[src/rtl/riscv_pkg.sv]
// Shared RV32 decode constants, queue entry type and register-usage helpers
// for the fetch/decode issue queue.
package riscv_pkg;

  localparam logic [6:0] OPC_OP     = 7'b0110011;
  localparam logic [6:0] OPC_OP_IMM = 7'b0010011;
  localparam logic [6:0] OPC_LOAD   = 7'b0000011;
  localparam logic [6:0] OPC_STORE  = 7'b0100011;
  localparam logic [6:0] OPC_BRANCH = 7'b1100011;
  localparam logic [6:0] OPC_JAL    = 7'b1101111;
  localparam logic [6:0] OPC_JALR   = 7'b1100111;
  localparam logic [6:0] OPC_LUI    = 7'b0110111;
  localparam logic [6:0] OPC_AUIPC  = 7'b0010111;

  localparam logic [31:0] NOP = 32'h0000_0013;

  typedef struct packed {
    logic [31:0] instr;
    logic [31:0] pc;
  } iq_entry_t;

  function automatic logic writes_rd(input logic [6:0] opc);
    case (opc)
      OPC_OP, OPC_OP_IMM, OPC_LOAD, OPC_LUI,
      OPC_AUIPC, OPC_JAL, OPC_JALR: writes_rd = 1'b1;
      default:                      writes_rd = 1'b0;
    endcase
  endfunction

  // Unknown opcodes conservatively read both source registers.
  function automatic logic reads_rs1(input logic [6:0] opc);
    case (opc)
      OPC_LUI, OPC_AUIPC, OPC_JAL: reads_rs1 = 1'b0;
      default:                     reads_rs1 = 1'b1;
    endcase
  endfunction

  function automatic logic reads_rs2(input logic [6:0] opc);
    case (opc)
      OPC_OP, OPC_STORE, OPC_BRANCH:  reads_rs2 = 1'b1;
      OPC_OP_IMM, OPC_LOAD, OPC_LUI,
      OPC_AUIPC, OPC_JAL, OPC_JALR:   reads_rs2 = 1'b0;
      default:                        reads_rs2 = 1'b1;
    endcase
  endfunction

  function automatic logic is_mem(input logic [6:0] opc);
    case (opc)
      OPC_LOAD, OPC_STORE: is_mem = 1'b1;
      default:             is_mem = 1'b0;
    endcase
  endfunction

  function automatic logic is_ctrl(input logic [6:0] opc);
    case (opc)
      OPC_BRANCH, OPC_JAL, OPC_JALR: is_ctrl = 1'b1;
      default:                       is_ctrl = 1'b0;
    endcase
  endfunction

endpackage

[src/rtl/issue_pair_check.sv]
// Combinational pairing check: pair_ok is high when the younger word i2 may
// issue alongside the older word i1 in the same cycle.
module issue_pair_check
  import riscv_pkg::*;
(
  input  logic [31:0] i1,
  input  logic [31:0] i2,
  output logic        pair_ok
);

  logic [6:0] opc1_s;
  logic [6:0] opc2_s;
  logic [4:0] rd1_s;
  logic [4:0] rd2_s;
  logic [4:0] rs1_s;
  logic [4:0] rs2_s;
  logic       dep_s;
  logic       hazard_s;

  assign opc1_s = i1[6:0];
  assign opc2_s = i2[6:0];
  assign rd1_s  = i1[11:7];
  assign rd2_s  = i2[11:7];
  assign rs1_s  = i2[19:15];
  assign rs2_s  = i2[24:20];

  // Control transfer in i1, shared memory port, or a register dependency on i1.rd.
  always_comb begin
    dep_s    = 1'b0;
    hazard_s = 1'b0;
    if (writes_rd(opc1_s) && (rd1_s != 5'd0)) begin
      dep_s = (reads_rs1(opc2_s) && (rs1_s == rd1_s)) ||
              (reads_rs2(opc2_s) && (rs2_s == rd1_s)) ||
              (writes_rd(opc2_s) && (rd2_s == rd1_s));
    end else begin
      dep_s = 1'b0;
    end
    hazard_s = is_ctrl(opc1_s) || (is_mem(opc1_s) && is_mem(opc2_s)) || dep_s;
    pair_ok  = !hazard_s;
  end

endmodule

[src/rtl/issue_queue.sv]
// Dual-issue circular instruction queue between fetch and decode. Slot outputs
// and FetchReadyF depend only on registered state.
module issue_queue
  import riscv_pkg::*;
#(
  parameter int DEPTH = 8
) (
  input  logic        clk,
  input  logic        rst,
  input  logic [1:0]  FetchValidF,
  input  logic [31:0] InstrF1,
  input  logic [31:0] InstrF2,
  input  logic [31:0] PCF,
  output logic        FetchReadyF,
  input  logic        StallD,
  input  logic        FlushD,
  output logic [31:0] InstrD1,
  output logic [31:0] InstrD2,
  output logic [31:0] PCD1,
  output logic [31:0] PCD2,
  output logic        ValidD1,
  output logic        ValidD2
);

  localparam int PW = $clog2(DEPTH);
  localparam int CW = PW + 1;
  localparam logic [PW-1:0] PTR_ONE = PW'(1);

  logic [PW-1:0] rd_ptr_r;
  logic [PW-1:0] wr_ptr_r;
  logic [CW-1:0] count_r;
  iq_entry_t     mem_r [DEPTH];

  iq_entry_t     head_s;
  iq_entry_t     next_s;
  logic          pair_ok_s;
  logic          push_en_s;
  logic [1:0]    push_n_s;
  logic [1:0]    pop_n_s;

  assign head_s = mem_r[rd_ptr_r];
  assign next_s = mem_r[rd_ptr_r + PTR_ONE];

  issue_pair_check u_pair_check (
    .i1      (head_s.instr),
    .i2      (next_s.instr),
    .pair_ok (pair_ok_s)
  );

  // Issue slots and fetch back-pressure from registered state.
  always_comb begin
    FetchReadyF = (count_r <= CW'(DEPTH - 2));
    ValidD1     = (count_r != {CW{1'b0}});
    ValidD2     = ValidD1 && (count_r >= CW'(2)) && pair_ok_s;
    InstrD1     = NOP;
    PCD1        = 32'd0;
    InstrD2     = NOP;
    PCD2        = 32'd0;
    if (ValidD1) begin
      InstrD1 = head_s.instr;
      PCD1    = head_s.pc;
    end else begin
      InstrD1 = NOP;
      PCD1    = 32'd0;
    end
    if (ValidD2) begin
      InstrD2 = next_s.instr;
      PCD2    = next_s.pc;
    end else begin
      InstrD2 = NOP;
      PCD2    = 32'd0;
    end
  end

  // Per-cycle push and pop amounts.
  always_comb begin
    push_en_s = FetchReadyF && !FlushD;
    push_n_s  = 2'd0;
    pop_n_s   = 2'd0;
    if (push_en_s) begin
      push_n_s = {1'b0, FetchValidF[0]} + {1'b0, FetchValidF[1]};
    end else begin
      push_n_s = 2'd0;
    end
    if (StallD) begin
      pop_n_s = 2'd0;
    end else begin
      pop_n_s = {1'b0, ValidD1} + {1'b0, ValidD2};
    end
  end

  // Pointer and occupancy state; flush wins over any push or pop.
  always_ff @(posedge clk or posedge rst) begin
    if (rst) begin
      rd_ptr_r <= {PW{1'b0}};
      wr_ptr_r <= {PW{1'b0}};
      count_r  <= {CW{1'b0}};
    end else if (FlushD) begin
      rd_ptr_r <= {PW{1'b0}};
      wr_ptr_r <= {PW{1'b0}};
      count_r  <= {CW{1'b0}};
    end else begin
      rd_ptr_r <= rd_ptr_r + PW'(pop_n_s);
      wr_ptr_r <= wr_ptr_r + PW'(push_n_s);
      count_r  <= count_r + CW'(push_n_s) - CW'(pop_n_s);
    end
  end

  // Entry storage needs no reset: contents are only observed under a valid count.
  always_ff @(posedge clk) begin
    if (push_en_s && FetchValidF[0]) begin
      mem_r[wr_ptr_r] <= '{instr: InstrF1, pc: PCF};
    end
    if (push_en_s && FetchValidF[1]) begin
      mem_r[wr_ptr_r + PTR_ONE] <= '{instr: InstrF2, pc: PCF + 32'd4};
    end
  end

endmodule
[config.mk]
export PLATFORM = sky130hd
export DESIGN_NAME = issue_queue
export DESIGN_NICKNAME = d
export VERILOG_FILES = /design/src/rtl/riscv_pkg.sv /design/src/rtl/issue_pair_check.sv /design/src/rtl/issue_queue.sv
export SDC_FILE = /design/constraint.sdc
export NUM_CORES = 1
export LEC_CHECK = 0
export CAP_MARGIN = 20
export CORE_MARGIN = 3
export CORE_UTILIZATION = 45
export CTS_BUF_LIST = sky130_fd_sc_hd__clkbuf_8 sky130_fd_sc_hd__clkbuf_16
export DETAILED_ROUTE_END_ITERATION = 16
export DONT_BUFFER_PORTS = 1
export PLACE_DENSITY_LB_ADDON = 0.2
export SLEW_MARGIN = 20
export SYNTH_ARGS = -nofsm -noshare
export SYNTH_HDL_FRONTEND = slang
export SYNTH_SLANG_ARGS = --single-unit
[constraint.sdc]
create_clock -name clk -period 7 [get_ports clk]
set_input_delay 1.4 -clock clk [delete_from_list [all_inputs] [get_ports clk]]
set_output_delay 1.4 -clock clk [all_outputs]
set_load 0.02 [all_outputs]
== Word level (Yosys, flattened, before mapping) ==
Memories as Yosys holds them, arrays and structs flattened.
Cells that the tools add are included.
Storage, ports and cells
  flip-flop bits (word level): 10
  bits in writable memories: 512
  input port bits: 102
  output and inout bits: 131
  memories kept: 1
Operators by class
  $add $sub $neg: 9
  magnitude comparators: 2
  equal/unequal tests: 20
  muxes and demuxes: 24
  reduce and logical (&&, ||, !) cells: 25
Memories
  mem_r: depth 8, width 64, rd ports 2, clocked after Yosys merged registers in 0, wr ports 2, line issue_queue.sv:32  | iq_entry_t mem_r [DEPTH];
Operators by type and width (count)
  two-way mux 32 bit: 4
  equality test 7 x 6 -> 1 bit, second input constant: 6
  equality test 7 bit, second input constant: 5
  adder 32 x 3 -> 32 bit, second input constant: 1
  equality test 7 x 5 -> 1 bit, second input constant: 4
  equality test 5 bit: 3
  two-way mux 1 bit: 15
  equality test 7 x 2 -> 1 bit, second input constant: 2
  OR reduction 7 bit: 2
  logical AND 1 bit: 10
  adder 3 x 1 -> 3 bit, second input constant: 2
  adder 3 x 2 -> 3 bit: 2
  two-way mux 3 bit: 2
  OR reduction 3 bit: 2
  OR reduction 6 bit: 1
  nonzero test 5 bit: 1
  adder 1 x 1 -> 2 bit: 2
  adder 4 x 2 -> 4 bit: 1
  >= comparator 4 x 2 -> 1 bit, second input constant: 1
  <= comparator 4 x 3 -> 1 bit, second input constant: 1
  logical OR 1 bit: 4
  two-way mux 2 bit: 2
  two-way mux 4 bit: 1
  nonzero test 4 bit: 1
  other kinds (3): 5

== Longest topological paths before layout ==
An unclocked memory read counts as a cell.
  depth in word-level cells: 17
  depth in mapped cells: 23
  gate-level depth less buffers: 19

== Hierarchy ==
From an unflattened synthesis, not the netlist that was laid out.
Second synthesis, totals
  cells, all modules: 2277
  area total of the unflattened synthesis: 32027.0 um^2
By module, submodules not included
  issue_queue: times used 1, cells each 2235, area each 31695.4 um^2
  issue_pair_check: times used 1, cells each 42, area each 331.6 um^2

== Worst setup path after synthesis ==
Ideal clock, no wire load.
  path kind: input to register
  from: in FlushD
  to: mem mem_r[4][0] (netlist name), enable pin
  arrival: 6.598 ns
  path slack: -0.179 ns
  stages: 3
  path buffers: 0
  path through: nor2b_1 nand3_1 o31ai_1
RTL lines
  start, declared: line issue_queue.sv:16  | input logic FlushD,
  end, declared: line issue_queue.sv:32

== Worst setup path after layout ==
  from: reg rd_ptr_r[0]
  to: out PCD2[24]
On the way
  cells in the longest elaborated chain, start to end: 14
RTL lines
  start, declared: line issue_queue.sv:29  | logic [PW-1:0] rd_ptr_r;
  start signal, assigned: line issue_queue.sv:95  | rd_ptr_r <= {PW{1'b0}};
  start signal, assigned: line issue_queue.sv:99  | rd_ptr_r <= {PW{1'b0}};
  start signal, assigned: line issue_queue.sv:103  | rd_ptr_r <= rd_ptr_r + PW'(pop_n_s);
  adder 3 x 1 -> 3 bit: line issue_queue.sv:42  | assign next_s = mem_r[rd_ptr_r + PTR_ONE];
  memory read (8 x 64 bit) *
  equality test 7 x 5 -> 1 bit, or another cell as far along: line riscv_pkg.sv:23, riscv_pkg.sv:39
  OR reduction 6 bit or OR reduction 3 bit (tied branches): line riscv_pkg.sv:39, riscv_pkg.sv:32
  two-way mux 1 bit, on equally long branches: line riscv_pkg.sv:39, riscv_pkg.sv:32
  two-way mux 1 bit: line issue_pair_check.sv:31  | if (writes_rd(opc1_s) && (rd1_s != 5'd0)) begin
  logical AND 1 bit, on equally long branches: line issue_pair_check.sv:33, issue_pair_check.sv:32
  logical OR 1 bit: line issue_pair_check.sv:32  | dep_s = (reads_rs1(opc2_s) && (rs1_s == rd1_s)) ||
  logical OR 1 bit: line issue_pair_check.sv:33  | (reads_rs2(opc2_s) && (rs2_s == rd1_s)) ||
  two-way mux 1 bit: line issue_pair_check.sv:31
  logical OR 1 bit: line issue_pair_check.sv:38  | hazard_s = is_ctrl(opc1_s) || (is_mem(opc1_s) && is_mem(opc2_s)) || dep_s;
  zero test 1 bit: line issue_pair_check.sv:39  | pair_ok = !hazard_s;
  logical AND 1 bit: line issue_queue.sv:54  | ValidD2 = ValidD1 && (count_r >= CW'(2)) && pair_ok_s;
  two-way mux 32 bit *: line issue_queue.sv:66  | if (ValidD2) begin
  end, declared: line issue_queue.sv:20  | output logic [31:0] PCD2,
Mark *: on every way between the ends. The rest lies on a longest branch, timed or not. The select of a mux whose other input is x is not followed.

==> results.sh <==
export IMPL_ios=233
export IMPL_antenna_found_initial=0
export IMPL_post_cts_buffers=0
export IMPL_tightest_slew_ns=1.15
export IMPL_synth_top_area_cell="edfxtp_1"
export IMPL_cap_violations=0
export IMPL_start_kind="register"
export IMPL_postCtsResizedCells=0
export IMPL_final_nets=2927
export IMPL_ys_flop_type="edfxtp_1"
export IMPL_clkSinkCount=522
export IMPL_cts_path_max_buffers=3
export IMPL_core_mm2=0.0708
export IMPL_syn_cell_area_mm2=0.0325
export IMPL_required_ns=5.60
export IMPL_grt_overflow=0
export IMPL_syn2layout_area_growth_pct=9.68
export IMPL_yosys_area_top_type_share=0.473
export IMPL_crit_fanout=66
export IMPL_ctsHoldBuffers=0
export IMPL_setup_viol=0
export IMPL_htree_levels=2
export IMPL_vdd_drop_max_mv=0.405
export IMPL_numCtsBuffers=59
export IMPL_grt_pass1_vias=23581
export IMPL_synth_seq_cells=522
export IMPL_hold_path_class="in2async"
export IMPL_p_leak_uw=0.0126
export IMPL_max_freq_mhz=150
export IMPL_ys_seq_area_frac=0.480
export IMPL_die_h_um=275
export IMPL_vias=23312
export IMPL_total_power_uw=13300
export IMPL_slew_headroom=0.233
export IMPL_dpl_cell_area_mm2=0.0337
export IMPL_start_util=0.460
export IMPL_drive_above_1_share=0.179
export IMPL_postSynth_asyncResetShare=0.0192
export IMPL_cts_root_buf="clkbuf_16"
export IMPL_tritoncts="built"
export IMPL_drcViolationCount=0
export IMPL_synth_edf_count=512
export IMPL_die_area_mm2=0.0755
export IMPL_holdWs_ns=0.644
export IMPL_timing_setup_tns_ns=0
export IMPL_finalHoldViolations=0
export IMPL_grt_pass1_wl_um=158000
export IMPL_end_kind="primary output"
export IMPL_path_class="reg2out"
export IMPL_synth_net_count=3029
export IMPL_synth_area_leaders="edfxtp_1, mux4_2, nand2_1"
export IMPL_rsz0062_at_grt="no"
export IMPL_status="finished clean"
export IMPL_gp_congestion=0.945
export IMPL_grt_max_degree=134
export IMPL_synth_cell_types=56
export IMPL_final_area_mm2=0.0357
export IMPL_postRouteAntennaNets=0
export IMPL_hpwl_um=61600
export IMPL_wirelength_um=108000
export IMPL_path_clk_slew_ns=0.06
export IMPL_insertion_delay_ns=0.66
export IMPL_grt_usage=0.285
export IMPL_yosysWarningCount=0
export IMPL_fin_crit_ns=6.65
export IMPL_netlist_instances=2910
export IMPL_drt_iter0_drc=2568
export IMPL_crit_arrival_ns=5.25
export IMPL_period_share=0.950
export IMPL_wl_per_cell_um=28.5
export IMPL_routed_via_density=6.14
export IMPL_antenna_cells=0
export IMPL_die_w_um=275
export IMPL_rows=97
export IMPL_first_pass_iters=6
export IMPL_final_util=0.504
export IMPL_p_per_area_mw_per_mm2=373
export IMPL_maxSlewViolCount=0
export IMPL_port_buffers=0
export IMPL_synth_avg_cell_area_um2=11.2
export IMPL_finClkSkew_ns=0.0236
==> Yosys cell counts, types with 3 or more instances <==
master      n
a211oi_1    3
a21oi_1     8
a21oi_2     3
a22o_1      3
and3_1      4
buf_1      69
buf_2      18
buf_4       5
buf_6       9
clkbuf_1  139
clkbuf_2   33
dfrtp_1    10
edfxtp_1  512
fa_1        4
ha_1       13
inv_1      20
mux2_2      6
mux2i_1   177
mux4_2    250
nand2_1   949
nand2b_1    8
nand3_1    25
nand4_1     6
nor2_1    245
nor2_2     21
nor2b_1    13
nor3_1     12
o21ai_0    40
o22ai_1    17
or2_2       3
or3_1       3
or4b_1      3
xnor2_1   114
xor2_1    135
==> where the power goes <==
part	internal (µW)	switching [µW]	total [µW]
clock	1790	1350	3140
sequential	3670	96.8	3770
combinational	2510	3890	6410
==> through the flow <==
stage | cells | setup WS (ns)
global route | 3798 | 0.155
CTS | 3797 | 0.398
floorplan | 2910 | 0.0194
detailed placement | 3686 | 1.08
global placement | 3686 | 1.20
finish | 3798 | 0.350
==> final cells by class <==
cell class	instances	area [µm²]
Sequential cell	522	15600
Timing Repair Buffer	110	967
Tap cell	940	1180
Clock buffer	62	1520
Multi-Input combinational cell	2093	15900
Inverter	22	82.6
Clock inverter	49	427
Fill cell	6122	35100
==> logic make-up after synthesis <==
| group | synth area share |
|---|---|
| AOI/OAI and AO/OA | 0.0169 |
| and+or+nand+nor | 0.159 |
| adders and majority gates | 0.00746 |
| buffers and inverters | 0.0387 |
| xor gates and xnor gates | 0.0679 |
| muxes | 0.230 |
| DFF | 0.480 |
==> critical path, cell delays in order (launching register included) <==
cell and delay [ns]:
dfrtp_4 0.45, buf_4 0.79, mux4_2 0.61, mux2i_1 0.40, o21ai_0 0.22, o2bb2ai_1 0.28
o2111ai_1 0.21, or4bb_1 0.62, nand4_4 0.39, buf_4 0.35, nor2_1 0.09, buf_4 0.17
==> cells in the final DEF (no fill, tap or decap), types with 4 or more instances in the layout <==
cell and n:
nand2_2 4, nand4_1 6, mux2i_1 177, mux2_2 6, bufinv_16 6, o21ai_4 6, nand2_1 945, mux4_2 250
clkbuf_16 59, nand3_1 21, inv_1 35, ha_1 12, nor3_1 8, and3_1 4, nand2b_1 8, xnor2_1 114
a21oi_1 8, nor3_2 4, nand3_4 4, xor2_1 135, nor2b_1 12, nor2_2 21, buf_4 98, clkinv_2 10
clkinv_1 12, buf_12 11, fa_1 4, o22ai_1 17, edfxtp_1 512, dfrtp_1 7, nor2_1 241, nor2_4 4
o21ai_0 32
==> flip-flops by register name (all words and copies together) (netlist names) <==
register  flops
count_r       4
mem_r       512
rd_ptr_r      3
wr_ptr_r      3
==> routing by layer <==
layer	global-route usage	part of all wire	up-vias
li1	-	-	10006
met1	0.364	0.38	11728
met2	0.492	0.50	1307
met3	0.0515	0.091	271
met4	0.0952	0.034	0
met5	0	0	-
==> path summary, 6_finish.rpt <==
| check | startpoint | to | slack (ns) | depth (start not counted) |
|---|---|---|---|---|
| setup / recovery | rd_ptr_r[0]$_DFF_PP0_ | PCD2[24] | 0.35 | 11 |
| hold / removal | rst | wr_ptr_r[2]$_DFF_PP0_ | 0.64 | 1 |
| setup reg to reg | rd_ptr_r[0]$_DFF_PP0_ | count_r[3]$_DFF_PP0_ | 1.10 | 19 |
| hold reg to reg | wr_ptr_r[2]$_DFF_PP0_ | wr_ptr_r[2]$_DFF_PP0_ | 0.67 | 2 |
| max in group asynchronous | rst | rd_ptr_r[0]$_DFF_PP0_ | 6.01 | 1 |
| min in group clk | wr_ptr_r[2]$_DFF_PP0_ | wr_ptr_r[2]$_DFF_PP0_ | 0.67 | 2 |
Note: power is estimated with default switching activity, not from simulation.
